`config.mk`:
```
export PLATFORM = sky130hd
export DESIGN_NAME = binaryman_multfa
export DESIGN_NICKNAME = d
export VERILOG_FILES = /design/src/rtl/multfa_pkg.sv /design/src/rtl/binaryman_multfa_if.sv /design/src/rtl/binaryman_multfa_core.sv /design/src/rtl/multfa_full_adder.sv /design/src/rtl/binaryman_multfa.sv
export SDC_FILE = /design/constraint.sdc
export NUM_CORES = 1
export LEC_CHECK = 0
export BUFFER_PORTS_ARGS = -buffer_cell sky130_fd_sc_hd__buf_2
export CAP_MARGIN = 10
export CORE_AREA = 10 10 71 73
export DETAILED_ROUTE_END_ITERATION = 12
export DIE_AREA = 0 0 81 83
export GPL_TIMING_DRIVEN = 1
export PLACE_DENSITY = 0.66
export SLEW_MARGIN = 10
export SYNTH_ARGS = -nofsm -noshare
export SYNTH_HDL_FRONTEND = slang
export SYNTH_HIERARCHICAL = 1
export SYNTH_SLANG_ARGS = --single-unit
```
`constraint.sdc`:
```
create_clock -name clk -period 6.55 [get_ports clk]
set_clock_uncertainty 0.1 [all_clocks]
set_input_delay 0.3275 -clock clk [delete_from_list [all_inputs] [get_ports clk]]
set_output_delay 0.3275 -clock clk [all_outputs]
set_load 0.005 [all_outputs]
```
`src/rtl/multfa_pkg.sv`:
```
// Shared constants for the binaryman_multfa tile multiplier.
// Defining MULTFA_PIPE_EN adds a pipeline stage before the final ripple row.
package multfa_pkg;

  localparam int WIDTH  = 4;
  localparam int PROD_W = 2 * WIDTH;
  localparam int TILE_W = 8;

`ifdef MULTFA_PIPE_EN
  localparam int LATENCY = 3;
`else
  localparam int LATENCY = 2;
`endif

endpackage

```
`src/rtl/binaryman_multfa_if.sv`:
```
// Tile pin bundle: 8 dedicated inputs, 8 dedicated outputs, 8 bidirectional pins.
// Handshake: there is no ready; uio_out[0] is a sticky valid that rises after LATENCY enabled edges.
interface binaryman_multfa_if;
  import multfa_pkg::*;

  logic [TILE_W-1:0] ui_in;
  logic [TILE_W-1:0] uio_in;
  logic [TILE_W-1:0] uo_out;
  logic [TILE_W-1:0] uio_out;
  logic [TILE_W-1:0] uio_oe;

  modport master (
    output ui_in,
    output uio_in,
    input  uo_out,
    input  uio_out,
    input  uio_oe
  );

  modport slave (
    input  ui_in,
    input  uio_in,
    output uo_out,
    output uio_out,
    output uio_oe
  );

endinterface

```
`src/rtl/binaryman_multfa_core.sv`:
```
// Registered carry-save array multiplier with a ripple final row and a sticky valid chain.
// Defining MULTFA_PIPE_EN registers the carry-save outputs ahead of the ripple row.
module binaryman_multfa_core
  import multfa_pkg::*;
#(
  parameter int W = WIDTH
) (
  input  logic              clk,
  input  logic              rst,
  input  logic              ena,
  binaryman_multfa_if.slave bus
);

  localparam int PW = 2 * W;

  logic [W-1:0]       r_a;
  logic [W-1:0]       r_b;
  logic [W-1:0]       w_lo;
  logic [W-2:0]       w_sv;
  logic [W-1:0]       w_cv;
  logic [W-1:0]       w_lo_p;
  logic [W-2:0]       w_sv_p;
  logic [W-1:0]       w_cv_p;
  logic [W-1:0]       w_hi;
  logic [PW-1:0]      w_prod;
  logic [PW-1:0]      r_prod;
  logic [LATENCY-1:0] r_valid;
  logic               w_unused;

  always_ff @(posedge clk or posedge rst) begin
    if (rst) begin
      r_a <= '0;
      r_b <= '0;
    end else if (ena) begin
      r_a <= bus.ui_in[W-1:0];
      r_b <= bus.ui_in[2*W-1:W];
    end
  end

  // Row gi: w_s[j] carries weight gi+j, w_c[j] carries weight gi+j+1.
  genvar gi, gj, gk;
  for (gi = 0; gi < W; gi++) begin : g_row
    logic [W-1:0] w_pp;
    logic [W-1:0] w_s;
    logic [W-1:0] w_c;

    assign w_pp = r_a & {W{r_b[gi]}};

    if (gi == 0) begin : g_first
      assign w_s = w_pp;
      assign w_c = '0;
    end else begin : g_csa
      for (gj = 0; gj < W; gj++) begin : g_col
        logic w_b;
        if (gj < W - 1) begin : g_in
          assign w_b = g_row[gi-1].w_s[gj+1];
        end else begin : g_edge
          assign w_b = 1'b0;
        end
        multfa_full_adder u_fa (
          .a    (w_pp[gj]),
          .b    (w_b),
          .cin  (g_row[gi-1].w_c[gj]),
          .sum  (w_s[gj]),
          .cout (w_c[gj])
        );
      end
    end

    assign w_lo[gi] = w_s[0];
  end

  assign w_sv = g_row[W-1].w_s[W-1:1];
  assign w_cv = g_row[W-1].w_c;

`ifdef MULTFA_PIPE_EN
  logic [W-1:0] r_lo;
  logic [W-2:0] r_sv;
  logic [W-1:0] r_cv;

  always_ff @(posedge clk or posedge rst) begin
    if (rst) begin
      r_lo <= '0;
      r_sv <= '0;
      r_cv <= '0;
    end else if (ena) begin
      r_lo <= w_lo;
      r_sv <= w_sv;
      r_cv <= w_cv;
    end
  end

  assign w_lo_p = r_lo;
  assign w_sv_p = r_sv;
  assign w_cv_p = r_cv;
`else
  assign w_lo_p = w_lo;
  assign w_sv_p = w_sv;
  assign w_cv_p = w_cv;
`endif

  // Ripple row merges sum and carry vectors at weights W..2W-1; the top carry is always 0.
  for (gk = 0; gk < W; gk++) begin : g_rip
    logic w_x;
    logic w_ci;
    logic w_co;
    if (gk < W - 1) begin : g_x
      assign w_x = w_sv_p[gk];
    end else begin : g_x0
      assign w_x = 1'b0;
    end
    if (gk == 0) begin : g_c0
      assign w_ci = 1'b0;
    end else begin : g_cn
      assign w_ci = g_rip[gk-1].w_co;
    end
    multfa_full_adder u_fa (
      .a    (w_x),
      .b    (w_cv_p[gk]),
      .cin  (w_ci),
      .sum  (w_hi[gk]),
      .cout (w_co)
    );
  end

  assign w_prod = {w_hi, w_lo_p};

  always_ff @(posedge clk or posedge rst) begin
    if (rst) begin
      r_prod  <= '0;
      r_valid <= '0;
    end else if (ena) begin
      r_prod  <= w_prod;
      r_valid <= {r_valid[LATENCY-2:0], 1'b1};
    end
  end

  assign bus.uo_out  = TILE_W'(r_prod);
  assign bus.uio_out = {{(TILE_W-1){1'b0}}, r_valid[LATENCY-1]};
  assign bus.uio_oe  = 8'h01;

  assign w_unused = &{1'b0, bus.uio_in, bus.ui_in, g_rip[W-1].w_co};

endmodule

```
`src/rtl/multfa_full_adder.sv`:
```
// One-bit full adder cell; every adder position of the multiplier array uses this cell.
module multfa_full_adder (
  input  logic a,
  input  logic b,
  input  logic cin,
  output logic sum,
  output logic cout
);

  assign sum  = a ^ b ^ cin;
  assign cout = (a & b) | (a & cin) | (b & cin);

endmodule

```
`src/rtl/binaryman_multfa.sv`:
```
// Tiny Tapeout-style tile wrapper: flat tile pins bundled onto the multiplier core.
// Latency follows multfa_pkg::LATENCY (3 when MULTFA_PIPE_EN is defined, else 2).
module binaryman_multfa #(
  parameter int WIDTH = multfa_pkg::WIDTH
) (
  input  logic       clk,
  input  logic       rst,
  input  logic       ena,
  input  logic [7:0] ui_in,
  input  logic [7:0] uio_in,
  output logic [7:0] uo_out,
  output logic [7:0] uio_out,
  output logic [7:0] uio_oe
);

  binaryman_multfa_if w_bus ();

  assign w_bus.ui_in  = ui_in;
  assign w_bus.uio_in = uio_in;
  assign uo_out       = w_bus.uo_out;
  assign uio_out      = w_bus.uio_out;
  assign uio_oe       = w_bus.uio_oe;

  binaryman_multfa_core #(
    .W (WIDTH)
  ) u_core (
    .clk (clk),
    .rst (rst),
    .ena (ena),
    .bus (w_bus)
  );

endmodule

```
---- Word-level counts from Yosys, hierarchy flattened ----
Cells that the tools add are included.
storage, ports and cells
  output and inout port bits .............. 24
  word-level logic and storage cells ...... 72
  bits of input ports ..................... 19
  flip-flop bits (word level) ............. 18
operators by class
  bitwise gates (word level) .............. 68
operators with widths
  kind         number
  $and 1x1->1  28
  $xor 1x1->1  20
  $and 4x4->4  4
  $or 1x1->1   16

---- Logic depth before layout (Yosys ltp) ----
Gate-level depths: netlist of run 1.
  word-level depth ........................ 15
  mapped depth ............................ 9
  gate-level depth less buffers ........... 9

---- By module ----
Netlist of run 1, hierarchy kept.
modules (own cells, without submodules)
  module                 seq. area each (um^2)  area each (um^2)  cells an instance  times used
  binaryman_multfa_core  450.4                  933.4             74                 1
  multfa_full_adder      0.0                    20.0              1                  16

---- Worst setup path after synthesis of run 1 ----
OpenSTA, ideal clock, no wires.
  path kind ............................... register to register
  start ................................... register u_core.r_a[3]
  end ..................................... register u_core.r_prod[7] (netlist: u_core/bus.uo_out[7])
  path buffers ............................ 0
  library setup time ...................... 0.125 ns
  required time ........................... 6.325 ns
  arrival time ............................ 3.886 ns
  period minus slack after synthesis ...... 4.111 ns
  cell stages (with the launch flop) ...... 10
  setup slack ............................. 2.439 ns
  cell sequence ........................... dfrtp_1 -> and2_1 -> fa_1 -> fa_1 -> fa_1 -> fa_1 -> fa_1 -> fa_1 -> fa_1 -> mux2_2
between the ends
  elaborated cells on any way between the ends .. 48
  those cells by class .................... bitwise (48)
RTL lines
  what                           line                          RTL
  start: declaration             binaryman_multfa_core.sv:16   logic [W-1:0] r_a;
  start signal: assignment       binaryman_multfa_core.sv:35   r_a <= bus.ui_in[W-1:0];
  $and 4x4->4 (*)                binaryman_multfa_core.sv:47   assign w_pp = r_a & {W{r_b[gi]}};
  net u_core.g_row[1].w_pp[3]    binaryman_multfa_core.sv:43   logic [W-1:0] w_pp;
  $xor 1x1->1 (*) (2 in series)  multfa_full_adder.sv:10       assign sum = a ^ b ^ cin;
  net u_core.g_row[2].w_s[2]     binaryman_multfa_core.sv:44   logic [W-1:0] w_s;
  $xor 1x1->1 (*) (2 in series)  multfa_full_adder.sv:10
  net u_core.g_rip[0].w_x        binaryman_multfa_core.sv:104  logic w_x;
  $and 1x1->1 (*)                multfa_full_adder.sv:11       assign cout = (a & b) | (a & cin) | (b & cin);
  net u_core.g_rip[0].w_co       binaryman_multfa_core.sv:106  logic w_co;
  $and 1x1->1                    multfa_full_adder.sv:11
  $or 1x1->1                     multfa_full_adder.sv:11
  $or 1x1->1 (*)                 multfa_full_adder.sv:11
  net u_core.g_rip[1].w_co       binaryman_multfa_core.sv:106
  $and 1x1->1                    multfa_full_adder.sv:11
  $or 1x1->1                     multfa_full_adder.sv:11
  $or 1x1->1 (*)                 multfa_full_adder.sv:11
  net u_core.g_rip[2].w_co       binaryman_multfa_core.sv:106
  end signal: assignment         binaryman_multfa_core.sv:133  r_prod <= w_prod;
  end: declaration               binaryman_multfa_core.sv:26   logic [PW-1:0] r_prod;
The timed path passes the listed nets; every way through them passes the cells marked *.
A chain may end at the register's enable or synchronous reset.

---- Final worst setup path of run 1 ----
Same ends and word-level chain as after synthesis.

==> metrics.txt, run 1 <==
period utilisation layout 64.4%; Die Ht 83 um; Clock Tree Root clkbuf_8; DRT antenna net count 0; peak per-stage delay on the critical path 510 ps; FF-to-FF Start u_core/r_a[3]; DR vias/cell 3.97; CTS H-tree lvls 1; Worst path slowest cell fa_1; Remaining Overflow, GRT 0; WL/cell 13.2 um; GR Util All Layers 6.90%; Clock Sinks 18; Crit path depth 9; CP Cell Sequence and2_1 > fa_1 > fa_1 > fa_1 > fa_1 > fa_1 > fa_1 > fa_1 > mux2_2; relative slew slack 53.3%; CTS tree done; Max VDD drop 0.0000784 V; setup bufs post-CTS 0; # rows 22; Hold Path Class in -> async; critical path launch point type flop; cell mode on critical path fa_1; Tmin final 4220 ps; CTS buffer count 3; FMAX 237 MHz; PortBufs 19; fin area 1400 sq um; family with the most delay on the worst path adder cells; CP required 6600 ps; Critical Path Fanout Max 5; commonest non-fill, non-tap cell in the layout conb_1; Max-Cap Viols 0; hold_ws 68.7 ps; Pwr per Cell Area 296 nW/um^2; crit path to u_core/bus.uo_out[7]; Final Slew Violations 0; DRT iter0 DRCs 23; worst r2r path cells 9; flop2flop setup slack 2330 ps; Critical Path Source u_core/r_a[3]; Buf/Inv on CP 0; full die area 6720 sq um; number of warnings issued by yosys 6; fin nets 153; initial antenna violation count 0; vias in the first global route 762; diodes inserted 0; most frequent cells in the layout conb_1, buf_2, dfrtp_1; Post-DP HPWL 1.77 mm; DRT Wirelength 2.17 mm; first-pass GRT wire length 3.71 mm; Seq cells post-synth 18; WS Path Type reg -> reg; gp weighted congestion 0.737; worst skew pair latency 260 ps; Pleak 0.664 nW; Core ar. 3630 sq um; Netlist Area Pre-Place 1250 sq um; DRC 0; TNS Setup 0 ps; Clock Pin Slew Worst Setup and Hold Paths 70 ps; average size of a mapped cell 13.9 sq um; actual slew at the worst max-slew pin 700 ps; Final Hold Viols 0; Resize count post-CTS 0; Netlist cell types 13; hold-fix buffers at CTS 0; initial core utilization 34.5%; CP endpoint kind flop; I/O pin total 43; CP Data Arrival Time 4260 ps; final setup fails 0; Initial DRT Pass Iterations 2; fillers 369; Crit Reg-Reg Endpoint u_core/bus.uo_out[7]; Post-Synthesis Cells 90; Vias 655; Final Util 38.4%; area post-placement 1340 sq um; clk buf depth 2; Area growth syn-to-layout 11.3%; Horiz. Die Dim 81 um; Pwr Total 0.413 mW; register area share after synthesis 35.9%; RSZ-0062 raised after global routing false; share of layout cells above drive strength 1 34.2%; largest net degree at the start of global routing 20; outcome complete, no violations
-- metal layers --
metal | wire length (um) | vias to the layer above | GRT usage, %
met5 | 0 | - | 0
met4 | 38 | 0 | 2.82
met3 | 151 | 4 | 2.69
met2 | 1150 | 20 | 11.1
met1 | 832 | 335 | 7.86
li1 | - | 296 | -
-- logic make-up (layout without fill, tap and decap cells) --
logic type	Yosys count	in the layout	synth area share (%)
other cells	2	24	0.599
compound gates	1	1	0.399
flops	18	18	35.9
mux	16	16	16.5
fa+ha+maj	16	16	25.5
buf+inv	20	25	12.7
simple gates	17	17	8.38
-- worst register-to-register path, stage by stage (launching register included) --
cell     delay, ps
dfrtp_1        410
and2_1         190
fa_1           500
fa_1           490
fa_1           510
fa_1           460
fa_1           390
fa_1           380
fa_1           430
mux2_2         260
-- flip-flops by register name, indices dropped and copies added (netlist names) --
| signal | cells |
|---|---|
| u_core/r_b | 4 |
| u_core/r_a | 4 |
| u_core/r_valid | 2 |
| u_core/bus.uo_out | 8 |
-- stage by stage --
stage                     worst slack, ps  instances
after floorplan                      2440        112
final                                2330        165
after global placement               2350        161
after detailed placement             2300        161
after CTS                            2300        165
after global routing                 2190        165
-- synth_stat cells --
library cell / count / area [sq um]
and2_1: 15 / 93.8
mux2_4: 7 / 105
nand3_1: 1 / 5.00
buf_12: 1 / 20.0
or2_2: 1 / 6.26
buf_4: 16 / 120
conb_1: 2 / 7.51
o21ai_0: 1 / 5.00
mux2_2: 9 / 101
buf_6: 1 / 11.3
inv_1: 2 / 7.51
dfrtp_1: 18 / 450
fa_1: 16 / 320
-- how the worst min path moves through the flow --
stage	start	to	slack [ps]
after CTS	rst	u_core/bus.uo_out[2]	90
after global routing	rst	u_core/bus.uo_out[2]	120
after global placement	rst	u_core/bus.uo_out[1]	350
after floorplan	rst	u_core/bus.uo_out[0]	170
after detailed placement	u_core/r_valid[0]	u_core/r_valid[0]	360
final	rst	u_core/r_a[0]	70
-- area by class of cell --
cell class                 instances  area (sq um)  share of cell area [%]
tap                               48          60.1                    4.30
clock buffer                       4          55.1                    3.95
sequential                        18           450                    32.3
multi-input combinational         74           727                    52.1
timing repair buffer              19          95.1                    6.82
inverter                           2          7.51                   0.538
-- report_power, final --
group / internal (mW) / switching [mW] / total [mW]
clock: 0.0535 / 0.0388 / 0.0923
combinational: 0.0971 / 0.0687 / 0.166
sequential: 0.139 / 0.0161 / 0.155
No activity file was read; power rests on OpenSTA's default activity.
==> run 2: changes to the inputs <==
- clock period: 6.55 -> 4.4 ns (I/O delays scaled with it)
==> run 2 against run 1 <==
- total power rose by 49%
- combinational power rose by 49%
- sequential power rose by 48%
- worst hold slack improved by 20 ps
- critical path depth did not move
- maximum frequency did not move
- final cell count rose by 0.61%
- count of clock-buffer cells in the layout did not move
- design area rose by 0.72%
- core utilization rose by 0.28 points
==> metrics.txt, run 2 (synthesized netlist as in run 1, its figures left out) <==
CP Cell Sequence and2_1 > fa_1 > fa_1 > fa_1 > fa_1 > fa_1 > fa_1 > fa_1 > mux2_2; Post-DP HPWL 1.77 mm (unchanged); Die Ht 83 um (unchanged); critical path launch point type flop; Resize count post-CTS 0 (unchanged); I/O pin total 43 (unchanged); Final Util 38.7% (+0.28 points); share of layout cells above drive strength 1 33.9% (-0.29 points); Crit Reg-Reg Endpoint u_core/bus.uo_out[7]; Pwr per Cell Area 438 nW/um^2 (+48%); RSZ-0062 raised after global routing false; GR Util All Layers 6.94% (+0.043 points); Initial DRT Pass Iterations 2 (unchanged); Area growth syn-to-layout 12.1%; fin nets 154 (+0.65%); flop2flop setup slack 180 ps (-2150 ps); Critical Path Source u_core/r_a[3]; full die area 6720 sq um (unchanged); TNS Setup 0 ps (unchanged); first-pass GRT wire length 3.74 mm (+0.73%); CP Data Arrival Time 4260 ps (about the same); most frequent cells in the layout conb_1, buf_2, dfrtp_1; CTS tree done; period utilisation layout 95.8% (+31 points); initial antenna violation count 0 (unchanged); final setup fails 0 (unchanged); Max-Cap Viols 0 (unchanged); FMAX 237 MHz (unchanged); clk buf depth 2 (unchanged); Hold EP u_core/r_b[0]; Buf/Inv on CP 0 (unchanged); Clock Tree Root clkbuf_8; Horiz. Die Dim 81 um (unchanged); # rows 22 (unchanged); Hold Path Class in -> reg; DRT iter0 DRCs 23 (unchanged); max reg flops 8 (unchanged); actual slew at the worst max-slew pin 700 ps (-0.306 ps); worst skew pair latency 260 ps (about the same); Worst Hold Launch ui_in[4]; Worst path slowest cell fa_1; Switching Fraction 29.9% (about the same); Clock Pin Slew Worst Setup and Hold Paths 70 ps (about the same); Vias 657 (+0.31%); worst r2r path cells 9 (unchanged); WS Path Type reg -> reg; Core ar. 3630 sq um (unchanged); power share of the combinational group 40.2% (about the same); Final Slew Violations 0 (unchanged); largest net degree at the start of global routing 20 (unchanged); Final Hold Viols 0 (unchanged); cell mode on critical path fa_1; DR vias/cell 3.96 (-0.30%); gp weighted congestion 0.737 (unchanged); outcome complete, no violations; DRT Wirelength 2.18 mm (+0.32%); Pleak 0.668 nW (+0.63%); WL/cell 13.1 um (-0.28%); DRT antenna net count 0 (unchanged); FF-to-FF Start u_core/r_a[3]; Critical Path Fanout Max 5 (unchanged); family with the most delay on the worst path adder cells; sw power 0.184 mW (+49%); vias in the first global route 765 (+0.39%); sequential share of power 37.4% (about the same); Tmin final 4220 ps (-0.00400 ps); CP endpoint kind flop; CTS H-tree lvls 1 (unchanged); Max VDD drop 0.000117 V (+49%); PortBufs 19 (unchanged); Remaining Overflow, GRT 0 (unchanged); share of total power in the clock network 22.3% (about the same); DRC 0 (unchanged); CP required 4450 ps (-2150 ps); relative slew slack 53.3% (about the same); initial core utilization 34.5% (unchanged); diodes inserted 0 (unchanged); Clock Sinks 18 (unchanged); peak per-stage delay on the critical path 510 ps (about the same); commonest non-fill, non-tap cell in the layout conb_1; WHS Path Cells 2; Int Pwr 0.431 mW (+49%); CTS buffer count 3 (unchanged)
run 2: worst max-delay path by stage:
stage	endpoint	slack [ps]	cells after the start
3_3_place_gp	u_core/bus.uo_out[7]	200	9
5_1_grt	u_core/bus.uo_out[7]	40	9
4_1_cts	u_core/bus.uo_out[7]	150	9
3_5_place_dp	u_core/bus.uo_out[7]	150	9
6_report	u_core/bus.uo_out[7]	180	9
2_1_floorplan	u_core/bus.uo_out[7]	290	9
run 2: per-layer routing:
metal,routed length (um),vias up,track usage (%)
met5,0,-,0
met4,38,0,2.82
met3,138,4,2.59
met2,1150,20,11.2
met1,850,335,7.99
li1,-,298,-
run 2: power by group through the flow:
stage | clock, mW | sequential (mW) | combinational [mW]
after CTS | 0.143 | 0.231 | 0.257
after detailed placement | 0 | 0.234 | 0.255
after global routing | 0.150 | 0.237 | 0.284
after floorplan | 0 | 0.233 | 0.189
after global placement | 0 | 0.233 | 0.240
final | 0.137 | 0.230 | 0.247
run 2: what timing repair did:
item	4_1_cts	5_1_grt
setup buffers	0	0
hold endpoints to repair	18	0
hold buffers	1	0
run 2: final cells by class:
class / count / area [sq um]
Clock buffer: 4 / 55.1
Fill cell: 368 / 2230
Inverter: 2 / 7.51
Timing Repair Buffer: 20 / 105
Tap cell: 48 / 60.1
Sequential cell: 18 / 450
Multi-Input combinational cell: 74 / 727
run 2: worst register-to-register path, cell delays in order (launching register included):
cell     delay [ps]
dfrtp_1         410
and2_1          190
fa_1            500
fa_1            490
fa_1            510
fa_1            460
fa_1            390
fa_1            380
fa_1            430
mux2_2          260
run 2: metrics by stage:
step	power (mW)	setup WS, ps	hold slack [ps]	instance area, sq um	std cells
5_1_grt	0.670	36.5	84.4	1410	166
3_3_place_gp	0.473	201	242	1340	161
2_1_floorplan	0.422	289	58.6	1340	112
4_1_cts	0.630	149	83.3	1410	166
6_report	0.615	184	88.8	1410	166
3_5_place_dp	0.489	154	263	1340	161
